<file path="src/rtl/out_reader_pkg.sv">
// Shared sizing and state encoding for the output reader; values match the network top.
package out_reader_pkg;

    localparam int unsigned NEURONS   = 8;
    localparam int unsigned WORD_W    = 16;
    localparam int unsigned INT_BITS  = 6;
    localparam int unsigned FRAC_BITS = 10;
    localparam int unsigned IDX_W     = 3;

    typedef enum logic [1:0] {
        ST_IDLE   = 2'd0,
        ST_STREAM = 2'd1,
        ST_DONE   = 2'd2
    } state_t;

endpackage

</file>
<file path="src/rtl/out_reader_argmax_step.sv">
// One step of a running argmax: keeps the incumbent unless the new word is strictly larger (signed).
module fx_argmax_step
    import out_reader_pkg::*;
#(
    parameter int unsigned n    = WORD_W,
    parameter int unsigned IDXW = IDX_W
) (
    input  logic [n-1:0]    run_max,
    input  logic [IDXW-1:0] run_idx,
    input  logic [n-1:0]    word,
    input  logic [IDXW-1:0] idx,
    output logic [n-1:0]    max_c,
    output logic [IDXW-1:0] idx_c
);

    logic take;

    // Strict compare so ties keep the earlier (lower) index.
    always_comb begin
        take  = $signed(word) > $signed(run_max);
        max_c = take ? word : run_max;
        idx_c = take ? idx  : run_idx;
    end

endmodule

</file>
<file path="src/rtl/out_reader.sv">
// Captures a completed frame of neuron outputs, streams it word by word over a
// valid/ready port and reports the argmax of the frame once it has been drained.
module out_reader
    import out_reader_pkg::*;
#(
    parameter int unsigned N    = NEURONS,
    parameter int unsigned n    = WORD_W,
    parameter int unsigned IDXW = IDX_W
) (
    input  logic            clk,
    input  logic            reset,
    input  logic [N*n-1:0]  Y,
    input  logic            y_valid,
    output logic [n-1:0]    out_data,
    output logic [IDXW-1:0] out_idx,
    output logic            out_valid,
    output logic            out_last,
    input  logic            out_ready,
    output logic [IDXW-1:0] class_idx,
    output logic [n-1:0]    class_max,
    output logic            class_valid,
    output logic            overrun
);

    localparam logic [IDXW-1:0] LAST_IDX = IDXW'(N - 1);

    state_t          state;
    logic [N*n-1:0]  frame_buf;
    logic [n-1:0]    run_max;
    logic [IDXW-1:0] run_idx;

    logic            xfer;
    logic            capture;
    logic [IDXW-1:0] idx_nxt;
    logic [n-1:0]    step_max;
    logic [IDXW-1:0] step_idx;
    logic [n-1:0]    new_max;
    logic [IDXW-1:0] new_idx;

    fx_argmax_step #(
        .n    (n),
        .IDXW (IDXW)
    ) u_step (
        .run_max (run_max),
        .run_idx (run_idx),
        .word    (out_data),
        .idx     (out_idx),
        .max_c   (step_max),
        .idx_c   (step_idx)
    );

    // Handshake decode and argmax candidate; index 0 seeds the running maximum.
    always_comb begin
        xfer    = out_valid & out_ready;
        capture = y_valid & ((state == ST_IDLE) | (state == ST_DONE));
        idx_nxt = out_idx + IDXW'(1);
        if (out_idx == '0) begin
            new_max = out_data;
            new_idx = '0;
        end else begin
            new_max = step_max;
            new_idx = step_idx;
        end
    end

    // FSM, frame buffer and all output registers.
    always_ff @(posedge clk) begin
        if (!reset) begin
            state       <= ST_IDLE;
            frame_buf   <= '0;
            run_max     <= '0;
            run_idx     <= '0;
            out_data    <= '0;
            out_idx     <= '0;
            out_valid   <= 1'b0;
            out_last    <= 1'b0;
            class_idx   <= '0;
            class_max   <= '0;
            class_valid <= 1'b0;
            overrun     <= 1'b0;
        end else begin
            class_valid <= 1'b0;
            if (capture) begin
                // Frame accepted in IDLE or in the DONE cycle of the previous frame.
                frame_buf <= Y;
                out_data  <= Y[n-1:0];
                out_idx   <= '0;
                out_valid <= 1'b1;
                out_last  <= (N == 1);
                state     <= ST_STREAM;
            end else begin
                case (state)
                    ST_IDLE: begin
                        state <= ST_IDLE;
                    end
                    ST_STREAM: begin
                        if (y_valid) begin
                            overrun <= 1'b1;
                        end
                        if (xfer) begin
                            run_max <= new_max;
                            run_idx <= new_idx;
                            if (out_idx == LAST_IDX) begin
                                // Result is published during the single DONE cycle.
                                out_valid   <= 1'b0;
                                out_last    <= 1'b0;
                                class_idx   <= new_idx;
                                class_max   <= new_max;
                                class_valid <= 1'b1;
                                state       <= ST_DONE;
                            end else begin
                                out_idx  <= idx_nxt;
                                out_data <= frame_buf[idx_nxt*n +: n];
                                out_last <= (idx_nxt == LAST_IDX);
                            end
                        end
                    end
                    ST_DONE: begin
                        state <= ST_IDLE;
                    end
                    default: begin
                        state <= ST_IDLE;
                    end
                endcase
            end
        end
    end

endmodule

</file>
<file path="config.mk">
export PLATFORM = sky130hd
export DESIGN_NAME = out_reader
export DESIGN_NICKNAME = d
export VERILOG_FILES = /design/src/rtl/out_reader_pkg.sv /design/src/rtl/out_reader_argmax_step.sv /design/src/rtl/out_reader.sv
export SDC_FILE = /design/constraint.sdc
export NUM_CORES = 1
export LEC_CHECK = 0
export ABC_CLOCK_PERIOD_IN_PS = 4090
export CORE_UTILIZATION = 52
export DETAILED_ROUTE_END_ITERATION = 6
export HOLD_SLACK_MARGIN = 0.03
export PLACE_DENSITY_LB_ADDON = 0.3
export SLEW_MARGIN = 20
export SYNTH_ARGS = -nofsm -noshare
export SYNTH_HDL_FRONTEND = slang
export SYNTH_SLANG_ARGS = --single-unit
export TNS_END_PERCENT = 5
</file>
<file path="constraint.sdc">
create_clock -name clk -period 4.09 [get_ports clk]
set_input_delay 0.409 -clock clk [delete_from_list [all_inputs] [get_ports clk]]
set_output_delay 0.409 -clock clk [all_outputs]
set_load 0.05 [all_outputs]
</file>
==> metrics.txt, run 1 <==
First DRT Iteration DRCs=546; Die X=130.9 um; Post-synth EDFFs=0; worst-skew pair later-pin latency=approximately 0.43 ns; Worst setup SP type=flip-flop; final core utilization=68.60%; kind of critical path=reg -> reg; max-slew violations=0; Reg clk slew, reported paths=0.06 ns; CP Max Fanout=10; Hold Path Class=reg -> reg; Place WS=1.286 ns; Static Leakage=a little under 4 nW; CTS Hold Bufs=0; CTS tree=yes; min Tclk post-route=2.876 ns; CTS H-Tree Depth=4; port buffer count=173; sequential area share after synthesis=44.23%; Avg Cell Area, Syn=around 9 sq um; All-Layer GR Usage=26.67%; status=finished clean; RSZ-0062 raised after global routing=false; gpl congestion=between 0.8 and 0.9; Final Worst Setup Slack=around 1.2 ns; Synth Instances=~950; CP required=around 4.5 ns; worst vdd ir=0.3245 mV; fin crit share=a little over two thirds; DRC errors left=0; Site Rows=between 40 and 50; drt via density=roughly 5.5; share of cells above drive strength 1=8.264%; grt ovf=0; Antenna Cells=0; PostCTS Resize Cnt=0; final hold violation count=0; clk sinks=191; Final Setup Violations=0; largest net degree at the start of global routing=around 120; Synth async-reset ratio=0%; Placed Cells=1,276; MaxCap Viol Count=0; DRT antenna net count=0; Setup Fix Bufs, Post-CTS=0; global-route wire length before repair=about 34,000 um; Power Density=381.1 nW/um^2; Internal Power=3.151 mW; number of global-route vias before repair=6,535; Cell variety after synth=46; initial antenna violation count=0; fin cells=1,305; CTS root buffer=clkbuf_16; crit-path cells=inv_1, ha_1, and4_1, a21oi_1, nor2_1, nor3_2, buf_4, a221o_1; measured slew at the worst slew-check pin=1.037 ns; Worst Path Arrival=3.24 ns; CTS buffer count=17; DIE AREA=17,150 sq um; Setup TNS=0 ns; Clk pwr share=a little under two fifths; combinational group share of total power=between 10% and 20%; drt pass-1 iters=4; Mapped Nets=1,099; Initial Utilization=53.84%; synthesized cell area=~8600 sq um; Top FF cell, synth=dfxtp_1; switching power=1.047 mW; YS warnings=0; I/O Pins=174; Post-layout nets=about 1,200; worst path bufs/invs=2; CP top delay family=simple AND/OR/NAND/NOR gates; crit-path max cell delay=0.68 ns; Achievable Freq=347.7 MHz; Worst setup EP type=flip-flop; wire per inst=16.94 um; Rel. slew slack=30.84%; Sw Ratio=24.93%; Longest Clk Path Bufs=2; Die Y-Extent=130.9 um; Reg power frac=48.2%; Seq cells post-synth=191; CP max-delay cell=a21oi_1; core footprint=16,060 sq um; via count=7,176; dpl hpwl=15,780 um; P&R area growth vs syn=27.41%; skew final=0.01270 ns; Total Routed Length=22,100 um
==> placed cells by master, fill, tap and decap left out, types with 17 or more instances in the layout <==
cell type | synthesis | routed
a21boi_0 | 145 | 145
clkbuf_16 | 0 | 17
clkdlybuf4s50_1 | 0 | 172
dfxtp_1 | 191 | 190
ha_1 | 20 | 19
inv_1 | 21 | 21
mux2i_1 | 32 | 32
mux4_2 | 32 | 32
nand2_1 | 317 | 317
o211ai_1 | 20 | 20
==> synthesized netlist by cell type, types with 5 or more instances <==
cell	count	area, sq um
a21boi_0	145	1089
and2_1	16	100.1
nand2_1	317	1190
nand3_1	5	25.02
inv_1	21	78.83
o211ai_1	20	150.1
a221o_1	11	110.1
dfxtp_1	191	3824
clkbuf_1	54	202.7
mux2i_1	32	320.3
nor2b_1	7	43.79
a221o_2	6	67.56
mux4_2	32	720.7
buf_2	10	50.05
ha_1	20	250.2
nor2_1	6	22.52
a21oi_1	11	55.05
==> power by group through the flow <==
stage | combinational [mW] | clock [mW] | sequential, mW
after CTS | 0.569 | 1.62 | 2.02
after global placement | 0.558 | 0 | 2.06
after detailed placement | 0.567 | 0 | 2.06
final | 0.569 | 1.61 | 2.02
after global routing | 0.619 | 1.69 | 2.03
after floorplan | 0.301 | 0 | 2.07
==> worst min-delay path, cell delays in order (launching register included) <==
cell      delay, ns
dfxtp_1        0.31
nand2_1        0.04
a21boi_0       0.06
==> registers in the layout (all words and copies together) (netlist names) <==
register     flops
frame_buf      128
out_idx          3
run_max         16
class_idx        3
overrun          1
class_max       16
out_last         1
out_valid        1
out_data        16
run_idx          3
state            2
class_valid      1
==> logic make-up (layout without fill, tap and decap cells) <==
family | after synthesis | count (layout) | share of synthesized area [%]
AND/OR/NAND/NOR | 370 | 370 | 17.79
buffers and inverters | 92 | 234 | 4.443
XOR/XNOR | 1 | 1 | 0.1013
multiplexers | 64 | 64 | 12.04
flip-flops | 191 | 191 | 44.23
adder cells (fa/ha/maj) | 20 | 20 | 2.894
AO/OA/AOI/OAI | 209 | 209 | 18.51
==> path summary, 6_finish.rpt <==
check / end / cells after the start / from / slack, ns
max reg2reg: class_max[11]$_SDFFE_PN0P_ / 8 / out_data[0]$_SDFFE_PN0P_ / 1.21
max: class_max[11]$_SDFFE_PN0P_ / 8 / out_data[0]$_SDFFE_PN0P_ / 1.21
min reg2reg: frame_buf[104]$_SDFFE_PN0P_ / 2 / frame_buf[104]$_SDFFE_PN0P_ / 0.46
min: frame_buf[104]$_SDFFE_PN0P_ / 2 / frame_buf[104]$_SDFFE_PN0P_ / 0.46
==> routing by layer <==
layer | global-route usage [%] | wire length, um | up-vias
li1 | - | - | 3493
met1 | 35.26 | 9767 | 3418
met2 | 44.26 | 10820 | 233
met3 | 4.927 | 1115 | 32
met4 | 8.384 | 397 | 0
met5 | 0 | 0 | -
==> stage by stage <==
stage	hold WS [ns]	power (mW)	cell area, sq um
finish	0.4638	4.198	11020
global placement	0.4500	2.617	10460
detailed placement	0.4578	2.628	10460
global route	0.4885	4.335	11020
CTS	0.4669	4.207	11020
floorplan	0.4402	2.375	8646
==> layout make-up <==
class | instances | area, sq um
fill | 1245 | 5042
clock inverter | 6 | 86.33
multi-input combinational | 664 | 4463
tap | 216 | 270.3
clock buffer | 23 | 467.9
sequential | 191 | 3825
inverter | 21 | 78.83
timing repair buffer | 184 | 1824
Note: power is estimated with default switching activity, not from simulation.
==> run 2, diff against run 1 <==
--- a/config.mk
+++ b/config.mk
@@ -5,7 +5,7 @@
 export SDC_FILE = /design/constraint.sdc
 export NUM_CORES = 1
 export LEC_CHECK = 0
-export ABC_CLOCK_PERIOD_IN_PS = 4090
+export ABC_CLOCK_PERIOD_IN_PS = 3000
 export CORE_UTILIZATION = 52
 export DETAILED_ROUTE_END_ITERATION = 6
 export HOLD_SLACK_MARGIN = 0.03
==> constraint.sdc (replaced) <==
create_clock -name clk -period 3 [get_ports clk]
set_input_delay 0.3 -clock clk [delete_from_list [all_inputs] [get_ports clk]]
set_output_delay 0.3 -clock clk [all_outputs]
set_load 0.05 [all_outputs]
==> run 2 against run 1 <==
  * Critical path depth did not move
  * Routed wire length decreased by 1.5%
  * Cell count grew 1.1%
  * Non-clock buffer count up 12
  * Combinational power rose by 42%
  * Critical endpoint is now class_max[3]$_SDFFE_PN0P_
  * Largest power group unchanged
  * Highest routed layer unchanged
==> metrics.txt, run 2 (same netlist as run 1, synthesis figures left out) <==
status=finished clean; fin crit share=91.18% (+21 points); measured slew at the worst slew-check pin=0.8271 ns (-0.2103 ns); DRT antenna net count=0 (unchanged); commonest non-fill, non-tap cell in the layout=nand2_1; crit-path cells=inv_1, ha_1, nand4_2, o22ai_1, nor4b_2, or4b_1, a21boi_4, a221o_2; Die Y-Extent=130.9 um (unchanged); crit-path max cell delay=0.66 ns (-0.02 ns); max-slew violations=0 (unchanged); leading cell types in the layout, fill and taps excluded=nand2_1, dfxtp_1, clkdlybuf4s50_1; Worst setup EP type=flip-flop; gpl congestion=0.8604 (+2.8%); Final Setup Violations=0 (unchanged); Achievable Freq=365.6 MHz (+5.1%); area of the multi-input gates=4464 sq um (about the same); grt ovf=0 (unchanged); min Tclk post-route=2.735 ns (-0.1406 ns); Total Routed Length=21,770 um (-1.5%); I/O Pins=174 (unchanged); drt pass-1 iters=6 (+2); CTS buffer count=17 (unchanged); Worst Path Arrival=3.11 ns (-0.13 ns); via count=7,131 (-0.63%); Die X=130.9 um (unchanged); Largest Register=frame_buf; Site Rows=46 (unchanged); CTS tree=yes; Hold Path Class=in -> reg; CP Max Fanout=16 (+6); final hold violation count=0 (unchanged); max FFs per register=128 (unchanged); core footprint=16,060 sq um (unchanged); Setup TNS=0 ns (unchanged); skew final=0.009324 ns (-0.003381 ns); initial antenna violation count=0 (unchanged); kind of critical path=reg -> reg; number of global-route vias before repair=6,717 (+2.8%); Placed Instance Area=10,580 sq um (+1.1%); All-Layer GR Usage=26.54% (-0.13 points); port buffer count=173 (unchanged); DRC errors left=0 (unchanged); FF+latch area=3825 sq um (unchanged); Setup Fix Bufs, Post-CTS=0 (unchanged); Rel. slew slack=44.86% (+14 points); Reg clk slew, reported paths=0.07 ns (about the same); Power Density=522.9 nW/um^2 (+37%); P&R area growth vs syn=29.31%; Longest Clk Path Bufs=2 (unchanged); CP required=3.38 ns (-1.08 ns); worst-skew pair later-pin latency=0.43 ns (about the same); Static Leakage=4.000 nW (+2.4%); dpl hpwl=15,320 um (-2.9%); Worst setup SP type=flip-flop; post-route cell area=11,180 sq um (+1.5%); wire per inst=16.50 um (-2.6%); worst vdd ir=0.4185 mV (+29%); drt via density=5.406 (-1.7%); DIE AREA=17,150 sq um (unchanged); First DRT Iteration DRCs=547 (+0.18%); MaxCap Viol Count=0 (unchanged); RSZ-0062 raised after global routing=false; CTS root buffer=clkbuf_16; Total Power=5.846 mW (+39%); Post-layout nets=1,243 (+0.97%); clk sinks=191 (unchanged); global-route wire length before repair=34,440 um (+0.14%); Initial Utilization=53.84% (unchanged); CTS Hold Bufs=0 (unchanged); Antenna Cells=0 (unchanged); CTS H-Tree Depth=4 (unchanged); CP max-delay cell=or4b_1; share of cells above drive strength 1=9.791% (+1.5 points); largest net degree at the start of global routing=101 (-15%); Filler cells=1,239 (-0.48%)
==> run 2: cell types whose count changed in the layout (fill, tap and decap cells not counted) <==
cell        before  now
buf_4           11   21
clkbuf_1         4    0
a2111oi_0        1    0
clkbuf_8         2    5
clkinv_2         2    3
a2111oi_1        0    1
clkinvlp_4       1    2
clkinv_4         1    2
buf_12           1    3
==> run 2: area by class of cell <==
type | instances | area share (%)
clock inverters | 9 | 0.9625
repair buffers | 196 | 17.35
multi-input cells | 664 | 39.93
clock buffers | 22 | 4.421
flip-flops and latches | 191 | 34.21
well taps | 216 | 2.417
inverters | 21 | 0.7051
==> run 2: worst max-delay path: cells and delay by family, from the launching register on <==
kind | cells | cell delay (ns)
AOI/OAI and AO/OA | 3 | 0.85
DFF | 1 | 0.36
buffers and inverters | 1 | 0.06
and+or+nand+nor | 3 | 1.10
adders and majority gates | 1 | 0.31
==> run 2: through the flow <==
stage	worst slack, ns	utilization (%)	cells	hold slack (ns)
2_1_floorplan	0.02583	-	947	0.4402
6_report	0.2647	69.62	1319	0.1284
4_1_cts	0.2387	69.61	1319	0.1148
3_3_place_gp	0.4041	65.86	1288	0.4494
3_5_place_dp	0.2794	65.86	1288	0.4579
5_1_grt	0.09888	69.62	1319	0.1512
==> run 2: repair_timing <==
| action | in CTS | in global routing |
|---|---|---|
| resized for setup | 0 | 1 |
| endpoints found under the hold margin | 0 | 0 |
| endpoints found under the setup margin | 0 | 7 |
==> run 2: worst paths after layout <==
check,start,slack [ns],endpoint,depth (start not counted)
setup reg to reg,run_max[15]$_SDFFE_PN0P_,0.26,class_max[3]$_SDFFE_PN0P_,8
hold reg to reg,frame_buf[66]$_SDFFE_PN0P_,0.47,frame_buf[66]$_SDFFE_PN0P_,2
hold / removal,reset,0.13,overrun$_SDFFE_PN0P_,2
setup / recovery,run_max[15]$_SDFFE_PN0P_,0.26,class_max[3]$_SDFFE_PN0P_,8
==> run 2: power breakdown <==
part,internal (mW),total (mW),switching (mW)
sequential,2.66,2.74,0.0819
combinational,0.396,0.808,0.412
clock,1.33,2.30,0.964
==> run 2: per-layer routing <==
metal  vias up  share of wire (%)  track usage (%)
li1       3515                  -                -
met1      3342                 46            36.59
met2       243                 46            41.05
met3        31                5.4            4.723
met4         0                2.6            11.16
met5         -                  0                0
